File: src/rtl/pwl_seg_select.sv
// Piecewise-linear segment selector.
// Compares a sign-magnitude sample against NBP ascending breakpoints and
// returns the segment index plus that segment's slope and intercept.
// Ports:
//   clk, rst_n                       clock, async active-low reset
//   in_valid/in_ready/in_data        sample input handshake
//   out_valid/out_ready              result output handshake
//   out_m, out_c, out_seg            selected slope, intercept, segment
//   cfg_we/cfg_sel/cfg_addr/cfg_wdata  table write port (0=bp,1=m,2=c)
//   cfg_ready                        pipeline empty, writes allowed
//   cfg_err                          sticky illegal-write flag
module pwl_seg_select #(
  parameter int unsigned W   = 32,
  parameter int unsigned NBP = 8,
  localparam int unsigned SW = $clog2(NBP + 1)
) (
  input  logic          clk,
  input  logic          rst_n,
  input  logic          in_valid,
  output logic          in_ready,
  input  logic [W-1:0]  in_data,
  output logic          out_valid,
  input  logic          out_ready,
  output logic [W-1:0]  out_m,
  output logic [W-1:0]  out_c,
  output logic [SW-1:0] out_seg,
  input  logic          cfg_we,
  input  logic [1:0]    cfg_sel,
  input  logic [5:0]    cfg_addr,
  input  logic [W-1:0]  cfg_wdata,
  output logic          cfg_ready,
  output logic          cfg_err
);

  logic [W-1:0]   r_bp [NBP];
  logic [W-1:0]   r_m  [NBP+1];
  logic [W-1:0]   r_c  [NBP+1];

  logic           r_s1_valid;
  logic [NBP-1:0] r_s1_flags;
  logic           r_out_valid;
  logic [SW-1:0]  r_seg;
  logic [W-1:0]   r_m_out;
  logic [W-1:0]   r_c_out;
  logic           r_cfg_err;

  logic           w_s2_adv;
  logic           w_s1_adv;
  logic           w_accept;
  logic [NBP-1:0] w_flags;
  logic [SW-1:0]  w_seg;
  logic [W-1:0]   w_m_sel;
  logic [W-1:0]   w_c_sel;
  logic           w_cfg_ready;
  logic           w_addr_bad;
  logic           w_cfg_wr;
  logic           w_cfg_illegal;

  // Sign-magnitude a < b; -0 is normalised to +0 so the two compare equal.
  function automatic logic sm_lt(input logic [W-1:0] a, input logic [W-1:0] b);
    logic [W-2:0] am;
    logic [W-2:0] bm;
    logic         a_neg;
    logic         b_neg;
    am    = a[W-2:0];
    bm    = b[W-2:0];
    a_neg = a[W-1] & (|am);
    b_neg = b[W-1] & (|bm);
    if (a_neg != b_neg) return a_neg;
    else if (a_neg)     return am > bm;
    else                return am < bm;
  endfunction

  // Handshake: S2 frees when empty or drained; S1 frees when empty or S2 moves.
  assign w_s2_adv = !r_out_valid | out_ready;
  assign w_s1_adv = !r_s1_valid | w_s2_adv;
  assign in_ready = w_s1_adv & !cfg_we;
  assign w_accept = in_valid & in_ready;

  // All breakpoint comparisons in parallel.
  always_comb begin
    w_flags = '0;
    for (int i = 0; i < int'(NBP); i++) begin
      w_flags[i] = sm_lt(in_data, r_bp[i]);
    end
  end

  // Lowest set flag wins; no flag means the sample is above every breakpoint.
  always_comb begin
    w_seg = SW'(NBP);
    for (int i = int'(NBP) - 1; i >= 0; i--) begin
      if (r_s1_flags[i]) w_seg = SW'(i);
    end
  end

  // Coefficient lookup for the chosen segment.
  always_comb begin
    w_m_sel = '0;
    w_c_sel = '0;
    for (int k = 0; k <= int'(NBP); k++) begin
      if (w_seg == SW'(k)) begin
        w_m_sel = r_m[k];
        w_c_sel = r_c[k];
      end
    end
  end

  // Pipeline stage 1: flag vector.
  always_ff @(posedge clk or negedge rst_n) begin
    if (!rst_n) begin
      r_s1_valid <= 1'b0;
      r_s1_flags <= '0;
    end else if (w_s1_adv) begin
      r_s1_valid <= w_accept;
      if (w_accept) r_s1_flags <= w_flags;
    end
  end

  // Pipeline stage 2: registered outputs, held while stalled.
  always_ff @(posedge clk or negedge rst_n) begin
    if (!rst_n) begin
      r_out_valid <= 1'b0;
      r_seg       <= '0;
      r_m_out     <= '0;
      r_c_out     <= '0;
    end else if (w_s2_adv) begin
      r_out_valid <= r_s1_valid;
      if (r_s1_valid) begin
        r_seg   <= w_seg;
        r_m_out <= w_m_sel;
        r_c_out <= w_c_sel;
      end
    end
  end

  assign out_valid = r_out_valid;
  assign out_seg   = r_seg;
  assign out_m     = r_m_out;
  assign out_c     = r_c_out;

  // Table writes only with the pipeline empty so no sample sees a half-updated table.
  assign w_cfg_ready = !r_s1_valid & !r_out_valid & !in_valid;
  assign cfg_ready   = w_cfg_ready;

  always_comb begin
    w_addr_bad = 1'b1;
    case (cfg_sel)
      2'd0:    w_addr_bad = ({1'b0, cfg_addr} >= 7'(NBP));
      2'd1,
      2'd2:    w_addr_bad = ({1'b0, cfg_addr} >  7'(NBP));
      default: w_addr_bad = 1'b1;
    endcase
  end

  assign w_cfg_wr      = cfg_we & w_cfg_ready & !w_addr_bad;
  assign w_cfg_illegal = cfg_we & !w_cfg_wr;

  // Coefficient and breakpoint tables.
  always_ff @(posedge clk or negedge rst_n) begin
    if (!rst_n) begin
      for (int i = 0; i < int'(NBP); i++)  r_bp[i] <= '0;
      for (int k = 0; k <= int'(NBP); k++) begin
        r_m[k] <= '0;
        r_c[k] <= '0;
      end
    end else if (w_cfg_wr) begin
      for (int i = 0; i < int'(NBP); i++) begin
        if (cfg_sel == 2'd0 && cfg_addr == 6'(i)) r_bp[i] <= cfg_wdata;
      end
      for (int k = 0; k <= int'(NBP); k++) begin
        if (cfg_sel == 2'd1 && cfg_addr == 6'(k)) r_m[k] <= cfg_wdata;
        if (cfg_sel == 2'd2 && cfg_addr == 6'(k)) r_c[k] <= cfg_wdata;
      end
    end
  end

  // Sticky error, cleared only by reset.
  always_ff @(posedge clk or negedge rst_n) begin
    if (!rst_n)             r_cfg_err <= 1'b0;
    else if (w_cfg_illegal) r_cfg_err <= 1'b1;
  end

  assign cfg_err = r_cfg_err;

endmodule

File: config.mk
export PLATFORM = sky130hd
export DESIGN_NAME = pwl_seg_select
export DESIGN_NICKNAME = d
export VERILOG_FILES = /design/src/rtl/pwl_seg_select.sv
export SDC_FILE = /design/constraint.sdc
export NUM_CORES = 2
export LEC_CHECK = 0
export CAP_MARGIN = 10
export CORE_ASPECT_RATIO = 1.25
export CORE_MARGIN = 2
export CORE_UTILIZATION = 56
export CTS_CLUSTER_SIZE = 16
export DETAILED_ROUTE_END_ITERATION = 6
export PLACE_DENSITY = 0.77
export SLEW_MARGIN = 20
export SYNTH_ARGS = -nofsm -noshare
export SYNTH_HDL_FRONTEND = slang
export SYNTH_SLANG_ARGS = --single-unit
File: constraint.sdc
create_clock -name clk -period 2.19 [get_ports clk]
set_input_delay 0.438 -clock clk [delete_from_list [all_inputs] [get_ports clk]]
set_output_delay 0.438 -clock clk [all_outputs]
set_load 0.03 [all_outputs]
## Word level (Yosys, flattened, before mapping)

Cells that the tools add are included.

- Bits in registers: 911
- Bits of input ports: 77
- Word-level logic and storage cells: 211
- Output and inout port bits: 72

- Reductions and logical operators: 73
- Order comparisons: 18
- Equal/unequal tests: 26
- Muxes and demuxes: 43
- Bitwise gates (word level): 18

Operators by type and width:

| kind | number |
|---|---|
| $mux 32 | 18 |
| $reduce_or 31->1 | 9 |
| $gt 31x31->1 | 8 |
| $lt 31x31->1 | 8 |
| $reduce_and 2->1 | 28 |
| $mux 4 | 8 |
| $logic_and 1x1->1 | 26 |
| $eq 6x3->1 const B | 4 |
| $and 1x1->1 | 16 |
| $eq 4x3->1 const B | 4 |
| $mux 1 | 16 |
| $eq 6x2->1 const B | 2 |
| $eq 4x2->1 const B | 2 |
| $ne 1x1->1 | 8 |
| $eq 6x1->1 const B | 1 |
| $eq 6x4->1 const B | 1 |
| $ge 6x4->1 const B | 1 |
| $gt 6x4->1 const B | 1 |
| $logic_not 1->1 | 6 |
| $logic_not 6->1 | 1 |
| $eq 4x1->1 const B | 1 |
| $eq 4x4->1 const B | 1 |
| $logic_not 4->1 | 1 |
| $eq 2x1->1 const B | 1 |
| 5 further kinds | 6 |

## Longest topological paths before layout

- Depth in word-level cells: 18
- Gate-level depth with buffers: 10
- Mapped depth without buffers: 9

## Worst setup path after synthesis

Ideal clock, no wire load.

- Path kind: reg-to-reg
- Start point: reg r_out_valid, in the netlist out_valid
- End point: reg r_bp[10] (netlist bit)
- Clock period less this slack: 2.924 ns
- Required time: 2.107 ns
- Setup time: 0.083 ns
- Arrival time: 2.842 ns
- Setup slack: -0.734 ns
- Path buffers: 1
- Cell stages (with the launch flop): 8
- Cell sequence: dfrtp_1 -> nor3_1 -> nor3b_1 -> nand3_1 -> nor3_1 -> clkbuf_1 -> nand2_1 -> o21ai_0

- Cells in the longest elaborated chain, start to end: 6

Ends and longest elaborated chain:

| what | line | RTL |
|---|---|---|
| from (decl) | 41 | `logic r_out_valid;` |
| from (signal assigned) | 127 | `r_out_valid <= r_s1_valid;` |
| $logic_not 1->1 | 142 | `assign w_cfg_ready = !r_s1_valid & !r_out_valid & !in_valid;` |
| $and 1x1->1 (2 in a row) | 142 |  |
| via cfg_ready | 31 | `output logic cfg_ready,` |
| $and 1x1->1 (2 in a row) | 155 | `assign w_cfg_wr = cfg_we & w_cfg_ready & !w_addr_bad;` |
| $reduce_and 2->1 (no source line) | n/a |  |
| to (signal, indexed assignment) | 168 | `if (cfg_sel == 2'd0 && cfg_addr == 6'(i)) r_bp[i] <= cfg_wdata;` |
| to (decl) | 35 | `logic [W-1:0] r_bp [NBP];` |

The timed path passes the listed nets, and every way through them passes these cells.
A chain may end at the register's enable or synchronous reset.

## Worst setup path in the final report

- Start point: in cfg_addr[3]
- End point: reg r_c[140] (netlist bit)

- Cells in the longest elaborated chain, start to end: 5
- Elaborated cells between the ends (all ways): 8
- Classes of those cells: 2 x order compare; 1 x eq/ne; 1 x mux; 1 x bitwise; 3 x reduce/logical

Ends and longest elaborated chain:

| what | line | RTL |
|---|---|---|
| from (decl) | 29 | `input logic [5:0] cfg_addr,` |
| $gt 6x4->1 / $ge 6x4->1 (equally long branches) | 150, 148 |  |
| $pmux 1 s2 | 147 | `case (cfg_sel)` |
| $logic_not 1->1 | 155 |  |
| $and 1x1->1 | 155 |  |
| $reduce_and 2->1 (no source line) * | n/a |  |
| to (signal, indexed assignment) | 172 | `if (cfg_sel == 2'd2 && cfg_addr == 6'(k)) r_c[k] <= cfg_wdata;` |
| to (decl) | 37 | `logic [W-1:0] r_c [NBP+1];` |

Every way passes the cells marked *; elsewhere a longest branch is shown, timed or not.

==> metrics.cfg <==
[floorplanning]
die_area_um2 = 81000
die_h_um = 318
core_area_um2 = 78300
row_count = 115
initial_core_util_pct = 56.3
die_w_um = 255
io_pins = 149

[place]
placed_cells = 5327
place_congestion = 0.936
dp_slack_ns = -1.07
placed_area_um2 = 50600
port_buffers = 148
dpl.hpwl_um = 86800

[synth]
netlist_area_um2 = 44100
synth_top_cell_by_area = dfrtp_1
synth_simple_gate_area_share_pct = 7.81
synth_fa_ha_area_share_pct = 7.15
synth_xor_area_share_pct = 0
ys_async_sr_fraction_pct = 100
muxShareOfSynthArea_pct = 15.5
synth_compound_area_share_pct = 12.8
yosysMostFrequentCell = dfrtp_1
ys_warn_count = 0
synth_top_family_by_area = multiplexers
ys_seq_area_share_pct = 51.7
synth_common_cells = 911 x dfrtp_1, 563 x mux2_2, 356 x o21ai_0, 352 x nand2_1, 269 x inv_1
yosysUniqueCellTypes = 55
avgSynthCellArea_um2 = 11.2
syn_nets = 4265
synthTopCellsByArea = dfrtp_1 52%, mux2_2 14%, ha_1 7.2%, o21ai_0 4.0%, nand2_1 3.0%
synth_cells = 3936
yosys.area.top_type_share_pct = 51.7
yosys_register_bits = 911
yosys_most_used_dff = dfrtp_1
synth-edff-count = 0

[pwr]
switchingPower_mw = 9.81
finalPower_mw = 37.6
power.density_nw_per_um2 = 660
power.leakage_nw = 28.3
pwr-share-comb_pct = 10.7
pwr-share-clk_pct = 42.8
internal-power_mw = 27.8
swShare_pct = 26.1
max-vdd-ir-drop_v = 0.000702
seqPwrFrac_pct = 46.5

[sta]
post-route-period-util_pct = 119
timing.final.ws_setup_ns = -0.406
worst_pin_slew_ns = 1.17
hold_viol = 0
fmax_mhz = 385
setup_viol = 798
slew_viol_final = 0
rsz0062_at_grt = true
period_needed_ns = 2.60
skew_ns = 0.0363
slew_headroom_pct = 21.1

[flow_run]
drv_cap = 0

[drt]
drc = 0
wl_per_cell_um = 27.9
drt_iter0_drc = 3806
num_vias = 36900
antenna_left = 0
routed_wirelength_um = 156000
drt_pass1_iterations = 6
vias_per_cell = 6.60

[global_route]
grt_pass1_wl_um = 216000
overflow = 0
grt_max_degree = 74
grt_pass1_vias = 37000
track_usage_pct = 35.0
antenna_found_initial = 3

[finish]
final_util_pct = 72.8
syn_to_final_growth_pct = 29.3
design_area_um2 = 57000
drive_gt1_share_pct = 34.1
fill_cells = 4777
fin_cells = 5592
multi_input_area_um2 = 20700
seq_area_um2 = 22800
nets = 4798

[critical_path]
crit_path_max_fanout = 11
path_class = in2reg
reg2regPathDepth = 9
start_kind = input port
worstPathArrival_ns = 3.15
cp-end-kind = flip-flop
worst_ep_required_time_ns = 2.74

[clock_network]
clk-insertion-delay-late_ns = 0.68
cts_tree = built
htreeDepth = 3
clockRootBuffer = clkbuf_16
clk_pin_slew_ns = 0.07
clkSinkCount = 911
cts_buffer_depth = 3
cts_buffers = 89

[outcome]
failed_checks = setup timing
status = finished with violations

[hold_path]
hp-class = in2async

==> cells in the final DEF (no fill, tap or decap), drive strengths merged, types with 6 or more instances in the layout <==
cell	instances
dfrtp	911
mux2	603
buf	575
nand2	370
o21ai	357
inv	273
ha	252
clkbuf	134
a21oi	130
clkdlybuf4s50	127
a221oi	118
nor2	105
nor4	81
a22oi	76
a221o	57
a21o	44
nand4	42
nand3	38
nor3	37
clkinv	20
a211oi	16
or3	14
o21a	13
o22ai	13
nor2b	12
a31oi	12
bufinv	9
o211ai	8
nand2b	7
dlymetal6s2s	7
dlygate4sd2	7
o31ai	7
and4	7
clkinvlp	6
and2	6
==> state kept, by name, indices dropped and copies added, names as in the netlist <==
signal,flops
r_s1_flags,8
cfg_err,1
out_m,32
out_c,32
out_seg,4
r_c,288
r_bp,256
out_valid,1
r_s1_valid,1
r_m,288
==> power groups by stage <==
stage / sequential [mW] / clock, mW / combinational [mW]
2_1_floorplan: 18.2 / 0 / 1.07
3_3_place_gp: 17.7 / 0 / 3.66
3_5_place_dp: 17.8 / 0 / 3.73
4_1_cts: 17.4 / 15.9 / 3.81
5_1_grt: 17.5 / 16.8 / 4.28
6_report: 17.5 / 16.1 / 4.04
==> routing by layer <==
| layer | GRT usage, % | wire (um) | up-vias |
|---|---|---|---|
| met1 | 41.2 | 53100 | 18500 |
| met3 | 5.17 | 13800 | 840 |
| met4 | 26.3 | 15500 | 0 |
| met2 | 57.9 | 73600 | 2396 |
| li1 | - | - | 15200 |
| met5 | 0 | 0 | - |
==> timing repair <==
item,CTS,global route
endpoints found under the hold margin,13,0
endpoints found under the setup margin,674,813
pin swaps,32,89
gates cloned,31,14
gates resized for setup,163,237
hold buffers,1,0
setup buffers,24,39
==> path summary, 6_finish.rpt <==
path	slack, ns	from	to
worst max-delay path	-0.41	cfg_addr[3]	r_c[140]$_DFFE_PN0P_
worst max register to register	-0.40	r_s1_flags[1]$_DFFE_PN0P_	out_m[22]$_DFFE_PN0P_
max in group asynchronous	0.95	rst_n	out_m[29]$_DFFE_PN0P_
worst min-delay path	0.29	rst_n	out_c[5]$_DFFE_PN0P_
worst min register to register	0.49	out_c[20]$_DFFE_PN0P_	out_c[20]$_DFFE_PN0P_
min in group clk	0.42	cfg_we	cfg_err$_DFFE_PN0P_
==> cell type report <==
type | count | share of cell area, %
well taps | 1053 | 2.31
multi-input cells | 2468 | 36.3
flip-flops and latches | 911 | 40.0
clock inverters | 39 | 0.880
inverters | 269 | 1.77
repair buffers | 730 | 14.4
clock buffers | 121 | 4.35
diodes | 1 | 0.00439
==> logic make-up after synthesis <==
kind of cell | after synthesis
DFF | 911
AOI/OAI and AO/OA | 873
muxes | 606
and+or+nand+nor | 737
buffers and inverters | 557
adders and majority gates | 252
==> worst max-delay path: stages <==
cell	delay, ns
clkdlybuf4s50_1	0.54
buf_4	0.28
nor3_1	0.96
nand2_8	0.32
buf_12	0.27
mux2_2	0.32
==> per-stage QoR <==
stage / hold slack, ns / TNS (ns)
floorplan: 0.142 / -340.77
global placement: 0.382 / -651.88
detailed placement: 0.379 / -693.45
CTS: 0.290 / -52.81
global route: 0.300 / -207.94
finish: 0.289 / -165.58
Power figures use the tool's default switching activity.
